--- src/rtl/load_store_format.sv ---
// +--------------------------------------------------------------------------+
// | Module   : load_store_format                                             |
// | Brief    : RISC-V load/store byte-lane formatter, one registered stage.  |
// |            Optional misalignment check enabled by macro LSF_MISALIGN_EN. |
// | Revision : 1.0                                                           |
// +--------------------------------------------------------------------------+
`default_nettype none

module load_store_format #(
  parameter int ZERO_UNUSED_LANES = 1
) (
  input  logic        cpu_clock_i,
  input  logic        cpu_reset_i,
  input  logic        valid_i,
  input  logic [1:0]  addr_i,
  input  logic [2:0]  mem_ctrl_i,
  input  logic [31:0] ld_data_i,
  input  logic [31:0] st_data_i,
  output logic [31:0] ld_data_o,
  output logic [31:0] st_data_o,
  output logic [3:0]  st_be_o,
`ifdef LSF_MISALIGN_EN
  output logic        misaligned_o,
`endif
  output logic        valid_o
);

  localparam logic [2:0] C_LB  = 3'b000;
  localparam logic [2:0] C_LH  = 3'b001;
  localparam logic [2:0] C_LBU = 3'b100;
  localparam logic [2:0] C_LHU = 3'b101;

  logic        valid_q;
  logic [31:0] ld_data_q, ld_data_d;
  logic [31:0] st_data_q, st_data_d;
  logic [3:0]  st_be_q,   st_be_d;
  logic        misaligned_d;

  logic [7:0]  w_ld_byte;
  logic [15:0] w_ld_half;
  logic [31:0] w_st_rep;
  logic [31:0] w_lane_mask;
  logic [3:0]  w_st_be_raw;

  // Load path
  always_comb begin
    w_ld_byte = 8'h00;
    case (addr_i)
      2'd0:    w_ld_byte = ld_data_i[7:0];
      2'd1:    w_ld_byte = ld_data_i[15:8];
      2'd2:    w_ld_byte = ld_data_i[23:16];
      default: w_ld_byte = ld_data_i[31:24];
    endcase
    w_ld_half = addr_i[1] ? ld_data_i[31:16] : ld_data_i[15:0];

    ld_data_d = ld_data_i;
    case (mem_ctrl_i)
      C_LB:    ld_data_d = {{24{w_ld_byte[7]}}, w_ld_byte};
      C_LH:    ld_data_d = {{16{w_ld_half[15]}}, w_ld_half};
      C_LBU:   ld_data_d = {24'h000000, w_ld_byte};
      C_LHU:   ld_data_d = {16'h0000, w_ld_half};
      default: ld_data_d = ld_data_i;
    endcase
  end

  // Store path: replicate the datum over all lanes, then optionally mask.
  always_comb begin
    w_st_rep    = st_data_i;
    w_st_be_raw = 4'b0000;
    case (mem_ctrl_i[1:0])
      2'b00: begin
        w_st_rep    = {4{st_data_i[7:0]}};
        w_st_be_raw = 4'b0001 << addr_i;
      end
      2'b01: begin
        w_st_rep    = {2{st_data_i[15:0]}};
        w_st_be_raw = addr_i[1] ? 4'b1100 : 4'b0011;
      end
      2'b10: begin
        w_st_rep    = st_data_i;
        w_st_be_raw = 4'b1111;
      end
      default: begin
        w_st_rep    = st_data_i;
        w_st_be_raw = 4'b0000;
      end
    endcase

    w_lane_mask = 32'h0;
    for (int k = 0; k < 4; k++) begin
      w_lane_mask[8*k +: 8] = {8{w_st_be_raw[k]}};
    end

    st_data_d = (ZERO_UNUSED_LANES != 0) ? (w_st_rep & w_lane_mask) : w_st_rep;
  end

  // Halfword and word classes come from funct3[1:0] for both loads and stores.
  always_comb begin
    misaligned_d = 1'b0;
`ifdef LSF_MISALIGN_EN
    misaligned_d = ((mem_ctrl_i[1:0] == 2'b01) && addr_i[0]) ||
                   ((mem_ctrl_i[1:0] == 2'b10) && (addr_i != 2'b00));
`endif
    st_be_d = misaligned_d ? 4'b0000 : w_st_be_raw;
  end

`ifdef LSF_MISALIGN_EN
  logic misaligned_q;
  always_ff @(posedge cpu_clock_i) begin
    if (cpu_reset_i) begin
      misaligned_q <= 1'b0;
    end else if (valid_i) begin
      misaligned_q <= misaligned_d;
    end
  end
  assign misaligned_o = misaligned_q;
`endif

  always_ff @(posedge cpu_clock_i) begin
    if (cpu_reset_i) begin
      valid_q   <= 1'b0;
      ld_data_q <= 32'h0;
      st_data_q <= 32'h0;
      st_be_q   <= 4'b0000;
    end else begin
      valid_q <= valid_i;
      if (valid_i) begin
        ld_data_q <= ld_data_d;
        st_data_q <= st_data_d;
        st_be_q   <= st_be_d;
      end
    end
  end

  assign valid_o   = valid_q;
  assign ld_data_o = ld_data_q;
  assign st_data_o = st_data_q;
  assign st_be_o   = st_be_q;

endmodule

`default_nettype wire

--- config.mk ---
export PLATFORM = sky130hd
export DESIGN_NAME = load_store_format
export DESIGN_NICKNAME = d
export VERILOG_FILES = /design/src/rtl/load_store_format.sv
export SDC_FILE = /design/constraint.sdc
export NUM_CORES = 1
export LEC_CHECK = 0
export ABC_AREA = 0
export CORE_ASPECT_RATIO = 1.4
export CORE_UTILIZATION = 40
export CTS_CLUSTER_SIZE = 30
export DETAILED_ROUTE_END_ITERATION = 8
export GPL_ROUTABILITY_DRIVEN = 0
export MAX_ROUTING_LAYER = met4
export PLACE_DENSITY = 0.78
export SYNTH_ARGS = -nofsm -noshare
export SYNTH_HDL_FRONTEND = slang
export SYNTH_SLANG_ARGS = --single-unit
--- constraint.sdc ---
create_clock -name cpu_clock_i -period 1.6 [get_ports cpu_clock_i]
set_clock_uncertainty 0.1 [all_clocks]
set_input_delay 0.32 -clock cpu_clock_i [delete_from_list [all_inputs] [get_ports cpu_clock_i]]
set_output_delay 0.32 -clock cpu_clock_i [all_outputs]
set_load 0.05 [all_outputs]
**Word-level counts from Yosys, hierarchy flattened**

Cells that the tools add are included.

- Register bits after elaboration: 69

- Equality and inequality tests: 7
- Shift-type cells: 1
- Mux-type cells: 6
- Bitwise logic cells: 1
- Reduce and logical (&&, ||, !) cells: 3

Operator list:

| operator | count |
|---|---|
| $pmux W32 S4 | 1 |
| $pmux W32 S2 | 1 |
| $and A32 B32 Y32 | 1 |
| $pmux W8 S3 | 1 |
| $mux W16 | 1 |
| $pmux W4 S3 | 1 |
| $eq A3 B3 Y1 const B | 2 |
| $eq A2 B1 Y1 const B | 2 |
| $eq A2 B2 Y1 const B | 2 |
| $logic_not A2 Y1 | 2 |
| $mux W4 | 1 |
| $shl A1 B2 Y4 const A | 1 |
| $eq A3 B1 Y1 const B | 1 |
| $logic_not A3 Y1 | 1 |

**Depth between registers and ports, before layout**

- Word-level depth: 3
- Depth in mapped cells: 6
- Mapped depth without buffers: 4

**Least setup slack after synthesis**

Ideal clock, no wire load.

- Path type: input-to-reg
- From: in addr_i[0]
- To: reg ld_data_q[24], in the netlist ld_data_o[24]
- Library setup time: 0.148 ns
- Arrival: 1.443 ns
- Data required time: 1.352 ns
- Path slack: -0.091 ns
- Cell stages on the path: 5
- Buffers on the path: 1
- Cells stage by stage: mux4_1 nand2_1 o311a_4 buf_6 a2111oi_2

- Cells in the longest elaborated chain, start to end: 3
- Elaborated cells on any way between the ends: 5
- Those cells by class: eq/ne (2); mux (2); reduce/logical (1)

RTL lines:

| element | RTL line | source |
|---|---|---|
| start: declaration | 15 | `input logic [1:0] addr_i,` |
| $eq A2 B2 Y1 (tied with other cells) | 48 | `case (addr_i)` |
| $pmux W8 S3 (*) | 48 |  |
| $pmux W32 S4 (*) | 57 | `case (mem_ctrl_i)` |
| end signal: assignment | 128 | `ld_data_q <= ld_data_d;` |
| end: declaration | 34 | `logic [31:0] ld_data_q, ld_data_d;` |

Mark *: on every way between the ends. The rest lies on a longest branch, timed or not.
A chain may end at the register's enable or synchronous reset.

**Worst setup path in the final report**

- From: in ld_data_i[31]
- To: reg ld_data_q[21], in the netlist ld_data_o[21]

- Cells in the longest elaborated chain, start to end: 2
- Elaborated cells on any way between the ends: 3
- Those cells by class: mux (3)

RTL lines:

| element | RTL line | source |
|---|---|---|
| start: declaration | 17 | `input logic [31:0] ld_data_i,` |
| $pmux W8 S3 or $mux W16 (tied branches) | 48, 54 |  |
| $pmux W32 S4 (*) | 57 |  |

Marked as above.

==> out/metrics.yaml <==
fill_cells: 567
syn_nets: 482
max_clock_freq_ghz: 0.645
grt_antenna_before_repair: 0
final_core_util_pct: 75.7
layout_min_cycle_time_ns: 1.55
num_vias: 3973
layout.nets: 659
finalSetupViolCount: 0
core-area_mm2: 0.00861
areaGrowthSynthToFinish_pct: 83.7
drv_cap: 0
cp_max_fo: 8
ys_seq_area_share_pct: 38.9
drive_above_1_share_pct: 29.9
place_ws_ns: -0.641
p_per_area_mw_per_mm2: 894
dpl-instance-area_mm2: 0.00611
rsz0062_at_grt: "no"
final_common_cell: "buf_12"
ctsHoldBuffers: 0
root_buffer: "clkbuf_16"
syn_inst: 410
dieHeight_um: 113
viasPerCell: 5.70
routed_wl_um: 12800
grt_pass1_vias: 4088
fin_area_mm2: 0.00652
cts_buffers: 9
ant_nets: 0
path_clk_slew_ns: 0.06
grtUsageTotal_pct: 29.3
slew_headroom_pct: 71.9
n_antenna_cell: 0
grt-ovfl-total: 0
die_width_um: 81.6
yosysTopAreaCellShare_pct: 38.9
rows: 40
hold_viol: 0
vdd_drop_max_mv: 0.648
dp_hpwl_um: 9640
portBuffers: 140
final_cell_mix: "buf_12 (77), dfxtp_1 (69), clkdlybuf4s50_1 (62)"
cts-htree-levels: 3
slew_viol_final: 0
grt_first_pass_wirelength_um: 19800
crit_path_start_kind: "input port"
crit_type: "in -> reg"
drt_first_pass_iters: 4
synthTopCellsByArea: "dfxtp_1 (39%), mux2i_1 (7.9%), a21oi_1 (6.5%)"
yosysWarnings: 0
tightest_slew_ns: 0.421
clock-sinks: 69
worstPathArrival_ns: 1.66
start_util_pct: 41.2
endpoint_kind: "register"
grt_max_degree: 41
leakagePower_nw: 2.59
cp.required_ns: 1.71
avgSynthCellArea_um2: 8.65
drt_iter0_drc: 223
fin_crit_sh_pct: 97.0
synth.cell_area_mm2: 0.00355
synth_top_area_cell: "dfxtp_1"
io_pins: 141
ys_seq_elements: 69
remaining_drc_errors: 0
yosysUniqueCellTypes: 40
die_area_mm2: 0.00925
outcome: "complete, no violations"
clk-insertion-delay-late_ns: 0.33
hold_class: "in -> reg"
hold-worst-slack_ns: 0.338
avgRoutedWirePerCell_um: 18.4
cts_tree: "done"
layout_setup_ws_ns: 0.0488
cts.path.max_buffers: 2
-- worst paths after layout --
kind | to | cells past startpoint | slack, ns | startpoint
min | ld_data_o[10]$_SDFFE_PP0P_ | 3 | 0.34 | cpu_reset_i
max | ld_data_o[21]$_SDFFE_PP0P_ | 6 | 0.05 | ld_data_i[31]
max reg2reg | ld_data_o[27]$_SDFFE_PP0P_ | 2 | 0.59 | ld_data_o[27]$_SDFFE_PP0P_
min reg2reg | st_data_o[16]$_SDFFE_PP0P_ | 2 | 0.40 | st_data_o[16]$_SDFFE_PP0P_
-- synth_stat cells --
library cell,count
dfxtp_1,69
nand2_1,54
a21oi_1,46
nor2_1,39
mux2i_1,28
clkbuf_1,21
nand2b_1,14
a211oi_1,12
nor2b_1,11
o21ai_0,10
o2bb2ai_1,10
or3_1,10
a2111oi_2,8
a32oi_1,8
buf_2,7
a22oi_1,6
a2111oi_1,5
a21boi_0,5
a22o_1,5
a2bb2oi_1,4
and3_1,4
inv_1,4
o21bai_1,4
a2111oi_4,3
buf_1,3
buf_4,3
o21a_1,2
o21ai_1,2
o32ai_1,2
a21o_1,1
a311oi_1,1
buf_6,1
clkinv_1,1
inv_2,1
mux4_1,1
nand3_1,1
nor2_4,1
o21ba_2,1
o22ai_1,1
o311a_4,1
-- registers in the layout, indices dropped and copies added, names as in the netlist --
register and flops:
st_data_o 32, st_be_o 4, valid_o 1, ld_data_o 32
-- repair_timing --
item | 4_1_cts | 5_1_grt
endpoints found under the setup margin | 68 | 40
gates resized for setup | 12 | 11
pin swaps | 0 | 5
setup buffers | 2 | 1
-- critical path, stage by stage --
cell and delay, ns:
dlygate4sd2_1 0.28, mux4_2 0.51, nand2_2 0.10, o311a_4 0.23, buf_12 0.15, a2111oi_4 0.07
-- through the flow --
stage | setup TNS, ns | std cells | total power, mW
after detailed placement | -36.28 | 678 | 3.67
after CTS | 0 | 696 | 5.83
after global placement | -31.67 | 678 | 3.63
after global routing | 0 | 697 | 6.02
final | 0 | 697 | 5.83
after floorplan | 0 | 410 | 2.74
-- report_power, final --
part	internal (mW)	leakage, nW	switching (mW)	total [mW]
logic	0.864	1.88	0.871	1.73
registers	1.83	0.567	0.122	1.95
clock network	1.37	0.148	0.779	2.15
-- cells by family after synthesis --
logic type             after synthesis  share of synthesized area [%]
AOI/OAI and AO/OA                  137                           30.1
buffers and inverters               41                           5.11
DFF                                 69                           38.9
muxes                               29                           8.64
and+or+nand+nor                    134                           17.2
-- cell type report --
class / instances / area, µm² / area share, %
timing repair buffer: 201 / 2620 / 40.3
sequential: 69 / 1380 / 21.2
inverter: 6 / 22.5 / 0.346
multi-input combinational: 300 / 2030 / 31.2
clock inverter: 7 / 100 / 1.54
tap: 105 / 131 / 2.02
clock buffer: 9 / 225 / 3.46
-- layer usage --
layer  wire length (µm)  share of wire, %  vias up  GRT usage (%)
li1                   -                 -     1839              -
met1               4450                35     1864           28.9
met2               6630                52      214           50.6
met3               1000               7.8       56           8.16
met4                750               5.8        0           16.7
met5                  0                 0        -              -
Note: power is estimated with default switching activity, not from simulation.
